### config.mk
export PLATFORM = sky130hd
export DESIGN_NAME = wb_write_arbiter
export DESIGN_NICKNAME = d
export VERILOG_FILES = /design/src/rtl/wb_write_arbiter.sv
export SDC_FILE = /design/constraint.sdc
export NUM_CORES = 1
export LEC_CHECK = 0
export CAP_MARGIN = 15
export CORE_MARGIN = 8
export CORE_UTILIZATION = 50
export CTS_BUF_LIST = sky130_fd_sc_hd__clkbuf_8
export DETAILED_ROUTE_END_ITERATION = 8
export PLACE_DENSITY_LB_ADDON = 0.3
export RECOVER_POWER = 50
export SLEW_MARGIN = 20
export SYNTH_ARGS = -nofsm -noshare
export SYNTH_HDL_FRONTEND = slang
export SYNTH_SLANG_ARGS = --single-unit
### constraint.sdc
create_clock -name clk -period 2.5 [get_ports clk]
set_input_delay 0.5 -clock clk [delete_from_list [all_inputs] [get_ports clk]]
set_output_delay 0.5 -clock clk [all_outputs]
set_load 0.02 [all_outputs]
### src/rtl/wb_write_arbiter.sv
// Register-file write-port arbiter: pipeline write-back always wins, MDU results wait in a small FIFO.
// Define WB_ARB_STATS_EN to add saturating stall/kill statistics outputs.
module wb_write_arbiter #(
  parameter int DEPTH        = 4,
  parameter int STARVE_LIMIT = 8
) (
  input  logic        clk,
  input  logic        rst,
  input  logic        pipe_we,
  input  logic [4:0]  pipe_rd,
  input  logic [31:0] pipe_data,
  input  logic        mdu_valid,
  input  logic [4:0]  mdu_rd,
  input  logic [31:0] mdu_data,
  output logic        mdu_ready,
  input  logic [4:0]  id_rs,
  input  logic [4:0]  id_rt,
  output logic        pend_hazard,
  output logic        stall_req,
  output logic        rf_we,
  output logic [4:0]  rf_waddr,
  output logic [31:0] rf_wdata
`ifdef WB_ARB_STATS_EN
  ,
  output logic [15:0] stat_stall_cnt,
  output logic [15:0] stat_kill_cnt
`endif
);

  localparam int PW = (DEPTH > 1) ? $clog2(DEPTH) : 1;
  localparam int CW = $clog2(DEPTH + 1);
  localparam logic [7:0] LIMIT = 8'(STARVE_LIMIT);

  logic [4:0]       ent_rd_reg   [DEPTH];
  logic [31:0]      ent_data_reg [DEPTH];
  logic [DEPTH-1:0] ent_valid_reg;
  logic [DEPTH-1:0] ent_valid_next;
  logic [PW-1:0]    wr_ptr_reg;
  logic [PW-1:0]    rd_ptr_reg;
  logic [CW-1:0]    count_reg;
  logic [CW-1:0]    count_next;
  logic [7:0]       starve_reg;
  logic [7:0]       starve_next;
  logic             stall_reg;

  logic             busy;
  logic             not_empty;
  logic             head_valid;
  logic             pop;
  logic             accept;
  logic             push;
  logic             ready_int;
  logic [DEPTH-1:0] kill_vec;
  logic [DEPTH-1:0] hit_vec;

  assign busy       = pipe_we && (pipe_rd != 5'd0);
  assign not_empty  = (count_reg != '0);
  assign head_valid = not_empty && ent_valid_reg[rd_ptr_reg];
  // A dead head leaves silently even when the pipeline owns the port.
  assign pop        = not_empty && (!head_valid || !busy);
  assign ready_int  = (count_reg < CW'(DEPTH));
  assign accept     = mdu_valid && ready_int;
  assign push       = accept && (mdu_rd != 5'd0);

  genvar gi;
  generate
    for (gi = 0; gi < DEPTH; gi++) begin : g_entry
      assign kill_vec[gi] = busy && ent_valid_reg[gi] && (ent_rd_reg[gi] == pipe_rd);
      assign hit_vec[gi]  = ent_valid_reg[gi] &&
                            (((id_rs != 5'd0) && (ent_rd_reg[gi] == id_rs)) ||
                             ((id_rt != 5'd0) && (ent_rd_reg[gi] == id_rt)));
      // A fresh enqueue is younger than the pipeline write, so it survives a matching kill.
      assign ent_valid_next[gi] =
        (push && (wr_ptr_reg == PW'(gi))) ? 1'b1 :
        ((pop && (rd_ptr_reg == PW'(gi))) || kill_vec[gi]) ? 1'b0 :
        ent_valid_reg[gi];
    end
  endgenerate

  always_comb begin
    count_next = count_reg;
    case ({push, pop})
      2'b10:   count_next = count_reg + 1'b1;
      2'b01:   count_next = count_reg - 1'b1;
      default: count_next = count_reg;
    endcase
  end

  always_comb begin
    starve_next = starve_reg;
    if (!not_empty || pop) begin
      starve_next = 8'd0;
    end else if (head_valid && busy && (starve_reg < LIMIT)) begin
      starve_next = starve_reg + 8'd1;
    end
  end

  always_ff @(posedge clk) begin
    if (!rst) begin
      ent_valid_reg <= '0;
      wr_ptr_reg    <= '0;
      rd_ptr_reg    <= '0;
      count_reg     <= '0;
      starve_reg    <= 8'd0;
      stall_reg     <= 1'b0;
    end else begin
      ent_valid_reg <= ent_valid_next;
      count_reg     <= count_next;
      starve_reg    <= starve_next;
      stall_reg     <= (starve_next == LIMIT);
      if (push) wr_ptr_reg <= wr_ptr_reg + 1'b1;
      if (pop)  rd_ptr_reg <= rd_ptr_reg + 1'b1;
    end
  end

  // Payload storage needs no reset; the valid bits qualify it.
  always_ff @(posedge clk) begin
    if (push) begin
      ent_rd_reg[wr_ptr_reg]   <= mdu_rd;
      ent_data_reg[wr_ptr_reg] <= mdu_data;
    end
  end

  always_comb begin
    rf_we    = 1'b0;
    rf_waddr = 5'd0;
    rf_wdata = 32'd0;
    if (rst) begin
      if (busy) begin
        rf_we    = 1'b1;
        rf_waddr = pipe_rd;
        rf_wdata = pipe_data;
      end else if (head_valid) begin
        rf_we    = 1'b1;
        rf_waddr = ent_rd_reg[rd_ptr_reg];
        rf_wdata = ent_data_reg[rd_ptr_reg];
      end
    end
  end

  assign mdu_ready   = rst && ready_int;
  assign pend_hazard = rst && (|hit_vec);
  assign stall_req   = rst && stall_reg;

`ifdef WB_ARB_STATS_EN
  logic [15:0] stall_cnt_reg;
  logic [15:0] kill_cnt_reg;
  logic [CW-1:0] kill_num;
  logic [16:0]   kill_sum;

  always_comb begin
    kill_num = '0;
    for (int i = 0; i < DEPTH; i++) begin
      kill_num = kill_num + CW'(kill_vec[i]);
    end
    kill_sum = {1'b0, kill_cnt_reg} + 17'(kill_num);
  end

  always_ff @(posedge clk) begin
    if (!rst) begin
      stall_cnt_reg <= 16'd0;
      kill_cnt_reg  <= 16'd0;
    end else begin
      if (stall_reg && (stall_cnt_reg != 16'hFFFF)) stall_cnt_reg <= stall_cnt_reg + 16'd1;
      kill_cnt_reg <= kill_sum[16] ? 16'hFFFF : kill_sum[15:0];
    end
  end

  assign stat_stall_cnt = stall_cnt_reg;
  assign stat_kill_cnt  = kill_cnt_reg;
`endif

endmodule

==> flow_metrics.py <==
metrics = {
    "global_routing": {
        "grt_max_degree": 33,
        "grt-ovfl-total": 0,
        "grt_pass1_vias": 5868,
        "grt_usage_pct": 21.9,
        "grt_pass1_wl_um": 32300,
        "antenna_found_initial": 3,
    },
    "timing": {
        "whs_ns": 0.517,
        "setup_viol": 40,
        "slew_viol_final": 0,
        "finalCritPeriodShare_pct": 105,
        "maxSlewHeadroom_pct": 70.6,
        "fmax_ghz": 0.380,
        "fin_worst_skew_ns": 0.0101,
        "worstMarginPinSlew_ns": 0.441,
        "grt_setup_unrepaired": "true",
        "finalHoldViolCount": 0,
        "min_period_ns": 2.63,
        "worst_slack_ns": -0.134,
    },
    "cells_and_area": {
        "final_area_um2": 11200,
        "multiInputGateArea_um2": 3220,
        "seq_area_um2": 4890,
        "largest_reg_flops": 128,
        "syn_to_final_growth_pct": 45.6,
        "final_core_util_pct": 74.2,
        "drive_above_1_share_pct": 38.8,
        "nets": 849,
        "layout_common_cells": "edfxtp_1, buf_4, nand2_1",
        "nFillCells": 899,
        "final_common_cell": "edfxtp_1",
    },
    "die": {
        "die_y_um": 140,
        "die_x_um": 140,
        "core_region_area_um2": 15100,
        "start_util_pct": 51.0,
        "num_rows": 45,
        "dieArea_um2": 19700,
        "ios": 129,
    },
    "hold_path": {
        "hold_class": "flop to flop",
    },
    "synth": {
        "synth_nets": 641,
        "synth_seq_cells": 170,
        "yosys_most_used_dff": "edfxtp_1",
        "ys_seq_area_share_pct": 63.3,
        "yosys_warnings": 0,
        "synth_edf_count": 148,
        "synthDistinctLibCells": 36,
        "ys_async_sr_fraction_pct": 0,
        "synth_cells": 542,
        "netlist_area_um2": 7720,
        "syn-mean-instance-area_um2": 14.2,
    },
    "place": {
        "io_buffers": 128,
        "dpl.hpwl_um": 13300,
        "place_congestion": 0.886,
        "dpl-instance-area_um2": 10100,
    },
    "clock_network": {
        "clock_path_buffers": 2,
        "cts_hold_buf": 0,
        "clock-root-buffer": "clkbuf_8",
        "cts_made_buffers": 17,
        "h-tree-depth": 4,
        "cts.clk_slew.worst_paths_ns": 0.09,
        "cts_tree": "built",
        "cts_sinks": 170,
        "clk_latency_ns": 0.46,
    },
    "setup_path": {
        "slowest_delay_ns": 0.55,
        "crit_type": "primary input to primary output",
        "cp_data_required_time_ns": 2.00,
        "cp_common_cell": "buf_6",
        "crit_path_start_kind": "primary input",
        "crit_chain": "buf_6 -> or4_4 -> o21ai_4 -> buf_6 -> buf_8 -> buf_12 -> buf_16 -> nand2_2 -> a21oi_4 -> buf_6",
        "r2r_slack_ns": 0.22,
        "crit_fanout": 5,
        "crit_slowest_cell": "or4_4",
        "end_kind": "primary output",
        "critPathArrivalTime_ns": 2.13,
    },
    "routing": {
        "vias": 5398,
        "wl_um": 21400,
        "dr.pass1.iters": 5,
        "drtAntennaViolNets": 0,
        "drt_iter0_drc": 430,
        "viasPerCell": 5.66,
        "post-route-drc-count": 0,
        "wl_per_cell_um": 22.4,
    },
    "pwr": {
        "vdd_drop_max_mv": 0.480,
        "p_total_mw": 8.99,
        "p_leak_nw": 4.00,
        "powerDensity_nw_per_um2": 800,
    },
    "flow_run": {
        "maxCapViolCount": 0,
    },
    "status": {
        "violations": "negative setup slack",
        "status": "complete, but fails checks",
    },
}
[path summary, 6_finish.rpt]
path,startpoint,to,cells past startpoint
worst max-delay path,pipe_rd[0],rf_wdata[25],10
worst min-delay path,starve_reg[7]$_SDFF_PN0_,starve_reg[7]$_SDFF_PN0_,1
worst max register to register,rd_ptr_reg[0]$_SDFFE_PN0P_,count_reg[2]$_SDFFE_PN0P_,9
worst min register to register,starve_reg[7]$_SDFF_PN0_,starve_reg[7]$_SDFF_PN0_,1
[where the power goes]
part	switching, mW	leakage [nW]	internal [mW]
clock network	0.985	0.213	1.09
registers	0.137	1.54	3.40
logic	1.66	2.25	1.72
[per-stage QoR]
stage	setup WS [ns]	setup TNS (ns)	std cells
2_1_floorplan	-0.00144	-0.00144	542
3_3_place_gp	-0.864	-35.94	888
3_5_place_dp	-0.862	-37.06	888
4_1_cts	-0.152	-3.61	949
5_1_grt	-0.198	-5.63	954
6_report	-0.134	-3.67	954
[critical path: cells and delay by family]
kind | cells | cell delay [ns]
AND/OR/NAND/NOR | 2 | 0.63
buffers and inverters | 6 | 0.72
AO/OA/AOI/OAI | 2 | 0.28
[cells in the mapped netlist, types with 3 or more instances]
cell type    n  share of area, %
o21ai_0      6              0.39
a21oi_1     46               3.0
buf_4        6              0.58
dfxtp_1     22               5.7
and3_1       3              0.24
o21a_1       6              0.58
nand2_1     84               4.1
nand3_1     12              0.78
inv_1       11              0.53
or4_1        3              0.29
mux4_2      38                11
nor4_1       8              0.65
clkbuf_1    22               1.1
o41ai_1      4              0.45
and2_1       3              0.24
nor2_1      15              0.73
buf_2        9              0.58
edfxtp_1   148                58
xnor2_1     40               4.5
ha_1        10               1.6
xor2_1      26               2.9
[routing by layer]
| layer | up-vias | wire (um) | global-route usage, % |
|---|---|---|---|
| met1 | 2677 | 8090 | 25.8 |
| met4 | 0 | 446 | 8.46 |
| li1 | 2430 | - | - |
| met2 | 254 | 11000 | 37.7 |
| met3 | 37 | 1820 | 5.81 |
| met5 | - | 0 | 0 |
[cell families (layout without fill, tap and decap cells)]
family / Yosys count / after routing / share of synthesized area (%)
AO/OA/AOI/OAI: 68 / 68 / 5.20
flip-flops: 170 / 170 / 63.3
multiplexers: 40 / 40 / 11.3
XOR/XNOR: 66 / 66 / 7.49
AND/OR/NAND/NOR: 139 / 139 / 8.07
other: 0 / 3 / 0
buffers and inverters: 48 / 269 / 2.77
adder cells (fa/ha/maj): 11 / 11 / 1.88
[cell type report]
cell class / instances / area share (%)
clock buffer: 17 / 2.08
inverter: 11 / 0.367
timing repair buffer: 226 / 21.5
multi-input combinational: 324 / 28.7
antenna: 3 / 0.0668
tap: 188 / 2.09
clock inverter: 15 / 1.75
sequential: 170 / 43.5
[timing repair]
item                                    4_1_cts  5_1_grt
endpoints found under the setup margin       43       41
gates resized for setup                     337       26
pin swaps                                    24        7
buffers inserted                             20        3
gates cloned                                  9        1
Note: power is estimated with default switching activity, not from simulation.
